### src/rtl/knap_sweep_if.sv
// rtl/knap_sweep_if.sv - sweep request and result bus for knap_sweep
interface knap_sweep_if;
  logic        start;
  logic        busy;
  logic        done;
  logic [4:0]  cand;
  logic        found;
  logic [4:0]  best_sel;
  logic [31:0] best_value;
  logic [5:0]  valid_count;

  modport master (
    output start,
    input  busy, done, cand, found, best_sel, best_value, valid_count
  );

  modport slave (
    input  start,
    output busy, done, cand, found, best_sel, best_value, valid_count
  );
endinterface

### src/rtl/knap_sweep.sv
// rtl/knap_sweep.sv - exhaustive sweep of all 32 item selections, tracking the best valid one
module knap_sweep #(
  parameter logic [31:0] MIN_VALUE  = 32'd15,
  parameter logic [31:0] MAX_WEIGHT = 32'd16,
  parameter logic [31:0] MAX_VOLUME = 32'd5
) (
  input logic         clk,
  input logic         rst,
  knap_sweep_if.slave bus
);

  typedef enum logic [1:0] {IDLE, SWEEP, DONE} state_t;

  // Item table, index 0 = A .. index 4 = E
  localparam logic [31:0] ITEM_VALUE  [5] = '{32'd4,  32'd2, 32'd2, 32'd1, 32'd10};
  localparam logic [31:0] ITEM_WEIGHT [5] = '{32'd12, 32'd1, 32'd2, 32'd1, 32'd4};
  localparam logic [31:0] ITEM_VOLUME [5] = '{32'd1,  32'd1, 32'd1, 32'd1, 32'd1};

  state_t      state;
  logic [31:0] tot_value;
  logic [31:0] tot_weight;
  logic [31:0] tot_volume;
  logic        cand_valid;

  always_comb begin
    tot_value  = '0;
    tot_weight = '0;
    tot_volume = '0;
    for (int i = 0; i < 5; i++) begin
      if (bus.cand[i]) begin
        tot_value  = tot_value  + ITEM_VALUE[i];
        tot_weight = tot_weight + ITEM_WEIGHT[i];
        tot_volume = tot_volume + ITEM_VOLUME[i];
      end
    end
    cand_valid = (tot_value >= MIN_VALUE) && (tot_weight <= MAX_WEIGHT) &&
                 (tot_volume <= MAX_VOLUME);
  end

  always_ff @(posedge clk or posedge rst) begin
    if (rst) begin
      state           <= IDLE;
      bus.busy        <= 1'b0;
      bus.done        <= 1'b0;
      bus.cand        <= '0;
      bus.found       <= 1'b0;
      bus.best_sel    <= '0;
      bus.best_value  <= '0;
      bus.valid_count <= '0;
    end else begin
      case (state)
        IDLE, DONE: begin
          if (bus.start) begin
            state           <= SWEEP;
            bus.busy        <= 1'b1;
            bus.done        <= 1'b0;
            bus.cand        <= '0;
            bus.found       <= 1'b0;
            bus.best_sel    <= '0;
            bus.best_value  <= '0;
            bus.valid_count <= '0;
          end
        end
        SWEEP: begin
          if (cand_valid) begin
            bus.found       <= 1'b1;
            bus.valid_count <= bus.valid_count + 6'd1;
            // Strict compare keeps the lowest candidate on ties
            if (!bus.found || (tot_value > bus.best_value)) begin
              bus.best_sel   <= bus.cand;
              bus.best_value <= tot_value;
            end
          end
          bus.cand <= bus.cand + 5'd1;
          if (bus.cand == 5'd31) begin
            state    <= DONE;
            bus.busy <= 1'b0;
            bus.done <= 1'b1;
          end
        end
        default: begin
          state    <= IDLE;
          bus.busy <= 1'b0;
          bus.done <= 1'b0;
        end
      endcase
    end
  end

endmodule
### src/flat_wrapper.sv
// flat-port wrapper written by rule: the top's interface ports become plain ports
module knap_sweep_flat 
#(
  parameter logic [31:0] MIN_VALUE  = 32'd15,
  parameter logic [31:0] MAX_WEIGHT = 32'd16,
  parameter logic [31:0] MAX_VOLUME = 32'd5
)
  (clk, rst, bus_start, bus_busy, bus_done, bus_cand, bus_found, bus_best_sel, bus_best_value, bus_valid_count);
  knap_sweep_if bus_i ();
  input logic clk;
  input logic rst;
  input wire logic [$bits(bus_i.start)-1:0] bus_start;
  output wire logic [$bits(bus_i.busy)-1:0] bus_busy;
  output wire logic [$bits(bus_i.done)-1:0] bus_done;
  output wire logic [$bits(bus_i.cand)-1:0] bus_cand;
  output wire logic [$bits(bus_i.found)-1:0] bus_found;
  output wire logic [$bits(bus_i.best_sel)-1:0] bus_best_sel;
  output wire logic [$bits(bus_i.best_value)-1:0] bus_best_value;
  output wire logic [$bits(bus_i.valid_count)-1:0] bus_valid_count;
  assign bus_i.start = bus_start;
  assign bus_busy = bus_i.busy;
  assign bus_done = bus_i.done;
  assign bus_cand = bus_i.cand;
  assign bus_found = bus_i.found;
  assign bus_best_sel = bus_i.best_sel;
  assign bus_best_value = bus_i.best_value;
  assign bus_valid_count = bus_i.valid_count;
  knap_sweep #(.MIN_VALUE(MIN_VALUE), .MAX_WEIGHT(MAX_WEIGHT), .MAX_VOLUME(MAX_VOLUME)) u_core (.clk(clk), .rst(rst), .bus(bus_i));
endmodule
### config.mk
export PLATFORM = sky130hd
export DESIGN_NAME = knap_sweep_flat
export DESIGN_NICKNAME = d
export VERILOG_FILES = /design/src/rtl/knap_sweep_if.sv /design/src/rtl/knap_sweep.sv /design/src/flat_wrapper.sv
export SDC_FILE = /design/constraint.sdc
export NUM_CORES = 1
export LEC_CHECK = 0
export BUFFER_PORTS_ARGS = -buffer_cell sky130_fd_sc_hd__buf_2
export CAP_MARGIN = 20
export CORE_ASPECT_RATIO = 1.1
export CORE_MARGIN = 10
export CORE_UTILIZATION = 50
export DETAILED_ROUTE_END_ITERATION = 10
export PLACE_DENSITY = 0.74
export SYNTH_ARGS = -nofsm -noshare
export SYNTH_HDL_FRONTEND = slang
export SYNTH_SLANG_ARGS = --single-unit
export TNS_END_PERCENT = 10
### constraint.sdc
create_clock -name clk -period 3.6 [get_ports clk]
set_input_delay 0.36 -clock clk [delete_from_list [all_inputs] [get_ports clk]]
set_output_delay 0.36 -clock clk [all_outputs]
set_load 0.1 [all_outputs]
Word-level counts from Yosys, hierarchy flattened
Cells that the tools add are included.

word-level totals
  bits in registers = 53
  output and inout bits = 51
  bits of input ports = 3

operators by class
  reductions and logical operators = 11
  eq/ne operators = 7
  muxes and demuxes = 38
  order comparisons = 4
  add/sub/neg operators = 14

operators by type and width
  kind                     count
  $mux W32                 15
  $add A32 B1 Y32 const B  5
  $add A32 B2 Y32 const B  2
  $pmux W32 S2             1
  $add A32 B3 Y32 const B  1
  $add A32 B4 Y32 const B  1
  $ge A32 B4 Y1 const B    1
  $gt A32 B32 Y1           1
  $le A32 B3 Y1 const B    1
  $le A32 B5 Y1 const B    1
  $pmux W5 S2              2
  $mux W5                  3
  $mux W6                  2
  $pmux W6 S2              1
  $add A6 B1 Y6 const B    1
  $mux W1                  6
  $ne A2 B1 Y1 const B     3
  $pmux W1 S2              3
  $add A4 B1 Y5 const B    1
  $add A5 B1 Y5 const B    1
  $eq A5 B5 Y1 const B     1
  $add A3 B2 Y4 const B    1
  $mux W2                  2
  $mux W4                  1
  other kinds (15)         17

Longest topological paths before layout
Gate-level depths: netlist of run 1.

  word-level depth = 14
  depth in mapped cells = 13

Least setup slack after synthesis of run 1
OpenSTA, ideal clock, no wires.

  path kind = reg2reg
  start point = register u_core.bus.cand[0]
  end point = register u_core.bus.best_value[4]
  arrival = 3,676 ps
  library setup time = 125 ps
  stages on the path, launching flop included = 14
  period minus slack after synthesis = 3,801 ps
  path slack = -201 ps
  data required time = 3,475 ps
  cells stage by stage = dfrtp_1 -> inv_1 -> ha_1 -> mux2_4 -> ha_1 -> nand2b_1 -> xnor2_1 -> ha_1 -> a21o_1 -> a21oi_1 -> a32oi_1 -> o2111ai_2 -> buf_6 -> mux2_4

on the way
  word-level cells in the longest chain between the ends = 14

RTL lines
  element                                             RTL line                            RTL
  from (decl)                                         knap_sweep_if.sv:19                 output busy, done, cand, found, best_sel, best_value, valid_count
  from (signal assigned)                              knap_sweep.sv:74                    bus.cand <= bus.cand + 5'd1;
  $mux W4 or $mux W3 (tied branches)                  knap_sweep.sv:30                    if (bus.cand[i]) begin
  $add A4 B1 Y5 or $add A3 B2 Y4 (tied branches)      knap_sweep.sv:32, knap_sweep.sv:31
  $mux W32                                            knap_sweep.sv:30
  $add A32 B2 Y32, on equally long branches           knap_sweep.sv:32, knap_sweep.sv:31
  $mux W32                                            knap_sweep.sv:30
  $add A32 B1 Y32, on equally long branches           knap_sweep.sv:32, knap_sweep.sv:31
  $mux W32                                            knap_sweep.sv:30
  $add A32 B3 Y32 or $add A32 B4 Y32 (tied branches)  knap_sweep.sv:32, knap_sweep.sv:31
  $mux W32                                            knap_sweep.sv:30
  $le A32 B5 Y1 or $ge A32 B4 Y1 (tied branches)      knap_sweep.sv:36                    cand_valid = (tot_value >= MIN_VALUE) && (tot_weight <= MAX_WEIGHT) &&
  $logic_and A1 B1 Y1 (2 in series)                   knap_sweep.sv:36
  $ne A2 B1 Y1 (no source line)                       n/a
  $reduce_and A4 Y1 (no source line)                  n/a
  to (signal assigned)                                knap_sweep.sv:71                    bus.best_value <= tot_value;
  to (decl)                                           knap_sweep_if.sv:19

Several ways; a longest one is shown, not always the timed one. The select of a mux whose other input is x is not followed.
A chain may end at the register's enable or synchronous reset.

Worst setup path after layout of run 1
  start point = register u_core.bus.cand[0]
  end point = register u_core.bus.best_value[1]

on the way
  word-level cells in the longest chain between the ends = 14

RTL lines
  element                                             RTL line
  $mux W4 or $mux W3 (tied branches)                  knap_sweep.sv:30
  $add A4 B1 Y5 or $add A3 B2 Y4 (tied branches)      knap_sweep.sv:32, knap_sweep.sv:31
  $mux W32                                            knap_sweep.sv:30
  $add A32 B2 Y32, on equally long branches           knap_sweep.sv:32, knap_sweep.sv:31
  $mux W32                                            knap_sweep.sv:30
  $add A32 B1 Y32, on equally long branches           knap_sweep.sv:32, knap_sweep.sv:31
  $mux W32                                            knap_sweep.sv:30
  $add A32 B3 Y32 or $add A32 B4 Y32 (tied branches)  knap_sweep.sv:32, knap_sweep.sv:31
  $mux W32                                            knap_sweep.sv:30
  $le A32 B5 Y1 or $ge A32 B4 Y1 (tied branches)      knap_sweep.sv:36
  $logic_and A1 B1 Y1 (2 in series)                   knap_sweep.sv:36
  $ne A2 B1 Y1 (no source line)                       n/a
  $reduce_and A4 Y1 (no source line) *                n/a

Mark *: on every way between the ends. The rest lies on a longest branch, timed or not.

==> impl_metrics.ini, run 1 <==
[global_routing]
grt_max_degree = 25
grt_pass1_vias = 1589
grt-ovfl-total = 0
busiest_layer = met2
antenna_found_initial = 0
grtUsageTotal_pct = 12.4
met3_usage_pct = 2.64
grtUsageMet1_pct = 13.3
gr-usage-met2_pct = 22.6
grt_pass1_wl_mm = 6.98

[yosys]
synthTopCellsByArea = dfrtp_1 31%, buf_4 11%, ha_1 10%
synth.top_cell.area_share_pct = 31.2
synth-edff-count = 0
syn_inst = 206
synth_most_common_cell = buf_4
ys_ff_latch = 24
yosysTopAreaCell = dfrtp_1
netlist_area_sq_um = 1930
async_reset_ff_share_pct = 100
syn_area_per_cell_sq_um = 9.35
synth_commonest_cells = 29 x buf_4, 24 x dfrtp_1, 23 x nand2_1
ys_seq_area_share_pct = 31.2
synth_warnings = 0
ys.flop_type = dfrtp_1
synth_cell_types = 45

[setup_path]
path_delay_family = adder cells
arrival_ns = 3.48
critPathCaptureType = flop
r2r-start = u_core.bus.cand[0]$_DFFE_PP0P_
crit_path_max_incr_delay_ns = 0.45
cp_common_cell = ha_1
crit_fanout = 7
critPathRequiredTime_ns = 3.79
crit_buf_inv = 2
reg2reg_slack_ns = 0.31
r2r-end = u_core.bus.best_value[1]$_DFFE_PP0P_
cp_cell_sequence = inv_1, ha_1, mux2_4, ha_1, nand2b_1, xnor2_1, ha_1, a21o_1, a21oi_1, a32oi_1, o2111ai_2, buf_4, mux2i_1
slowest_stage = dfrtp_2
reg2reg_depth = 13
critPathKind = flop to flop
crit_start = u_core.bus.cand[0]$_DFFE_PP0P_
crit_path_start_kind = flop

[cts]
clk_pin_slew_ns = 0.09
htreeDepth = 1
hold_buffers = 0
numCtsBuffers = 3
post_cts_buffers = 0
cts.sinks = 24
cts_tree = done
cts_buffer_depth = 2
clockRootBuffer = clkbuf_8
clkLatencyLatePin_ns = 0.27
cts-resized-gates = 0

[floorplanning]
start_util_pct = 52.3
core_sq_um = 3680
die_x_um = 79.2
num_io_pins = 54
die_area_sq_um = 6740
rows = 23
die_h_um = 85.1

[flow_run]
max_cap_viol_count = 0

[sta]
relSlewSlack_pct = 37.3
finalSetupViolations = 0
rsz0062_at_grt = no
hold_viol_final = 0
min_period_over_period_pct = 91.3
layout_min_cycle_time_ns = 3.29
finalClockSkew_ns = 0.00353
tightestPinTransition_ns = 0.939
fmax_mhz = 304
drv_slew = 0
fin_setup_tns_ns = 0

[placed_design]
gp_congestion = 0.863
io_buffer_count = 26
dp_hpwl_mm = 3.24

[finish]
drive_above_1_share_pct = 20.3
syn_to_final_growth_pct = 6.62
final_nets = 251
n_fill_cell = 340
antennaDiodeCount = 0
final_core_util_pct = 55.8

[drt]
vias = 1459
vias_per_cell = 5.19
drt_pass1_iterations = 4
wl_mm = 4.03
ant_nets = 0
drc = 0
wl_per_cell_um = 14.3
drt-initial-drc-count = 75

[run_status]
status = completed

[min_path]
hold_class = input port to async pin
-- state kept, by name (all words and copies together) (netlist names) --
register                flops
u_core.bus.best_sel         5
u_core.bus.found            1
u_core.state                2
u_core.bus.valid_count      6
u_core.bus.cand             5
u_core.bus.best_value       4
u_core.bus.busy             1
-- layer usage --
layer	share of wire, %	wire length [um]
met1	42	1680
met2	51	2060
met3	5.2	210
met4	1.9	75
met5	0	0
-- cells by family after synthesis --
kind of cell / Yosys count / synth area share (%)
DFF: 24 / 31.2
other: 1 / 0.195
and+or+nand+nor: 64 / 16.8
adders and majority gates: 16 / 10.4
AOI/OAI and AO/OA: 30 / 13.7
buffers and inverters: 52 / 16.3
muxes: 12 / 6.82
xor gates and xnor gates: 7 / 4.68
-- through the flow --
step	instances	cell area (sq um)	hold WS [ns]	setup slack, ns
CTS	281	2050	0.330	0.277
floorplan	232	2030	0.374	0.0622
detailed placement	277	2000	0.496	0.306
global route	281	2050	0.388	0.0448
global placement	277	2000	0.487	0.430
finish	281	2050	0.289	0.313
-- layout make-up --
cell class | count | area [sq um] | share of cell area (%)
Multi-Input combinational cell | 156 | 1110 | 54.0
Sequential cell | 24 | 603 | 29.4
Timing Repair Buffer | 30 | 160 | 7.80
Inverter | 17 | 63.8 | 3.11
Tap cell | 50 | 62.6 | 3.05
Clock buffer | 4 | 55.1 | 2.68
-- worst max-delay path by stage --
stage / end / slack (ns) / cells past startpoint
after floorplan: u_core.bus.best_value[4]$_DFFE_PP0P_ / 0.06 / 12
after global placement: u_core.bus.valid_count[4]$_DFFE_PP0P_ / 0.43 / 11
after detailed placement: u_core.bus.best_value[1]$_DFFE_PP0P_ / 0.31 / 13
after CTS: u_core.bus.best_value[1]$_DFFE_PP0P_ / 0.28 / 13
after global routing: u_core.bus.best_value[1]$_DFFE_PP0P_ / 0.04 / 13
final: u_core.bus.best_value[1]$_DFFE_PP0P_ / 0.31 / 13
-- placed cells by master (no fill, tap or decap), types with 4 or more instances in the layout --
cell / Yosys / routed
a22o_1: 5 / 5
mux2i_1: 9 / 9
nor2_1: 12 / 12
nand2_1: 23 / 23
buf_4: 29 / 4
buf_2: 1 / 26
conb_1: 1 / 27
dfrtp_1: 24 / 22
nand3_1: 4 / 4
clkbuf_8: 0 / 4
o21ai_0: 5 / 5
ha_1: 16 / 16
inv_1: 17 / 17
nand4_1: 4 / 4
nor2b_1: 4 / 4
Power of run 1 is not shown: default switching activity piles up to over one toggle a cycle in this logic, so the estimate is an artifact.
==> run 2, diff against run 1 <==
==> constraint.sdc (replaced) <==
create_clock -name clk -period 3.6 [get_ports clk]
set_input_delay 0.36 -clock clk [delete_from_list [all_inputs] [get_ports clk]]
set_output_delay 0.36 -clock clk [all_outputs]
set_load 0.05 [all_outputs]
==> impl_metrics.ini, run 2 (synthesis results as in run 1) <==
[run_status]
status = completed

[setup_path]
critPathCaptureType = flop
arrival_ns = 3.55
crit_fanout = 8
crit_path_start_kind = flop
r2r-start = u_core.bus.cand[1]$_DFFE_PP0P_
reg2reg_depth = 13
critPathKind = flop to flop
critPathRequiredTime_ns = 3.80
crit_start = u_core.bus.cand[1]$_DFFE_PP0P_
reg2reg_slack_ns = 0.25
r2r-end = u_core.bus.best_sel[3]$_DFFE_PP0P_

[drt]
drt_pass1_iterations = 4
routed-wl-met3_um = 203
drt-initial-drc-count = 89
top_layer = met4
dr_wl_met2_mm = 2.02
wl_met1_mm = 1.73
ant_nets = 0
wl_mm = 4.04
vias_per_cell = 5.14
drc = 0
vias = 1454
wl_per_cell_um = 14.3

[cts]
cts.sinks = 24
htreeDepth = 1
cts_buffer_depth = 2
cts-resized-gates = 0
clockRootBuffer = clkbuf_8
cts_tree = done
hold_buffers = 0
clkLatencyLatePin_ns = 0.27
numCtsBuffers = 3
clk_pin_slew_ns = 0.09
post_cts_buffers = 0

[sta]
drv_slew = 0
finalClockSkew_ns = 0.00624
fmax_mhz = 299
finalSetupViolations = 0
tightestPinTransition_ns = 0.939
setup_slack_ns = 0.250
layout_min_cycle_time_ns = 3.35
fin_setup_tns_ns = 0
relSlewSlack_pct = 37.3
min_period_over_period_pct = 93.1
rsz0062_at_grt = no
hold_viol_final = 0

[global_routing]
antenna_found_initial = 0
grt-ovfl-total = 0
grt_pass1_wl_mm = 7.00
grtUsageTotal_pct = 12.5
grt_max_degree = 25
grt_pass1_vias = 1488

[finish]
largestRegisters = u_core.bus.valid_count (6), u_core.bus.best_sel (5), u_core.bus.cand (5)
final_nets = 253
largest_reg_flops = 6
max_flop_register = u_core.bus.valid_count
syn_to_final_growth_pct = 7.27
drive_above_1_share_pct = 20.2
layout_common_cells = 27 x conb_1, 26 x buf_2, 24 x dfrtp_1
antennaDiodeCount = 0
n_fill_cell = 346
final_common_cell = conb_1

[min_path]
hold_class = input port to async pin

[placed_design]
io_buffer_count = 26
gp_congestion = 0.859
dp_hpwl_mm = 3.17
dp_slack_ns = 0.273

[floorplanning]
core_sq_um = 3680
start_util_pct = 52.3
die_area_sq_um = 6740
die_x_um = 79.2
rows = 23
die_h_um = 85.1
num_io_pins = 54

[flow_run]
max_cap_viol_count = 0
run 2: cell types whose count changed in the layout (fill, tap and decap cells not counted), sizes merged:
cell  previous run  this run
buf             30        32
run 2: worst max-delay path, stage by stage, from the launching register on:
cell and delay [ns]:
dfrtp_1 0.48, inv_1 0.08, ha_1 0.37, mux2_4 0.32, ha_1 0.21, nand2b_1 0.15
xnor2_1 0.20, ha_1 0.27, a21o_1 0.18, a21oi_1 0.13, a32oi_1 0.08, o2111ai_2 0.37
buf_4 0.23, mux2i_1 0.19
run 2: through the flow:
step	instances	hold WS (ns)	util, %	instance area [sq um]
2_1_floorplan	232	0.375	-	2020
3_3_place_gp	279	0.481	54.6	2010
3_5_place_dp	279	0.490	54.6	2010
4_1_cts	283	0.320	56.1	2070
5_1_grt	283	0.368	56.1	2070
6_report	283	0.285	56.1	2070
run 2: layer usage:
metal  up-vias  global-route usage, %
met3         6                   2.85
met5         -                      0
met1       696                   14.4
met4         0                   5.87
li1        710                      -
met2        42                   21.4
run 2: worst max-delay path by stage:
stage / endpoint / slack [ns] / depth (start not counted)
5_1_grt: u_core.bus.best_value[3]$_DFFE_PP0P_ / 0.006 / 13
2_1_floorplan: u_core.bus.best_value[4]$_DFFE_PP0P_ / 0.14 / 13
4_1_cts: u_core.bus.best_sel[3]$_DFFE_PP0P_ / 0.24 / 13
6_report: u_core.bus.best_sel[3]$_DFFE_PP0P_ / 0.25 / 13
3_5_place_dp: u_core.bus.best_sel[3]$_DFFE_PP0P_ / 0.27 / 13
3_3_place_gp: u_core.bus.best_sel[4]$_DFFE_PP0P_ / 0.40 / 12
run 2: layout make-up:
type | instances | area [sq um] | area share, %
repair buffers | 32 | 175 | 8.47
inverters | 17 | 63.8 | 3.09
multi-input cells | 156 | 1110 | 53.7
flip-flops and latches | 24 | 601 | 29.1
well taps | 50 | 62.6 | 3.03
clock buffers | 4 | 55.1 | 2.66
Power of run 2 is left out for the same reason.
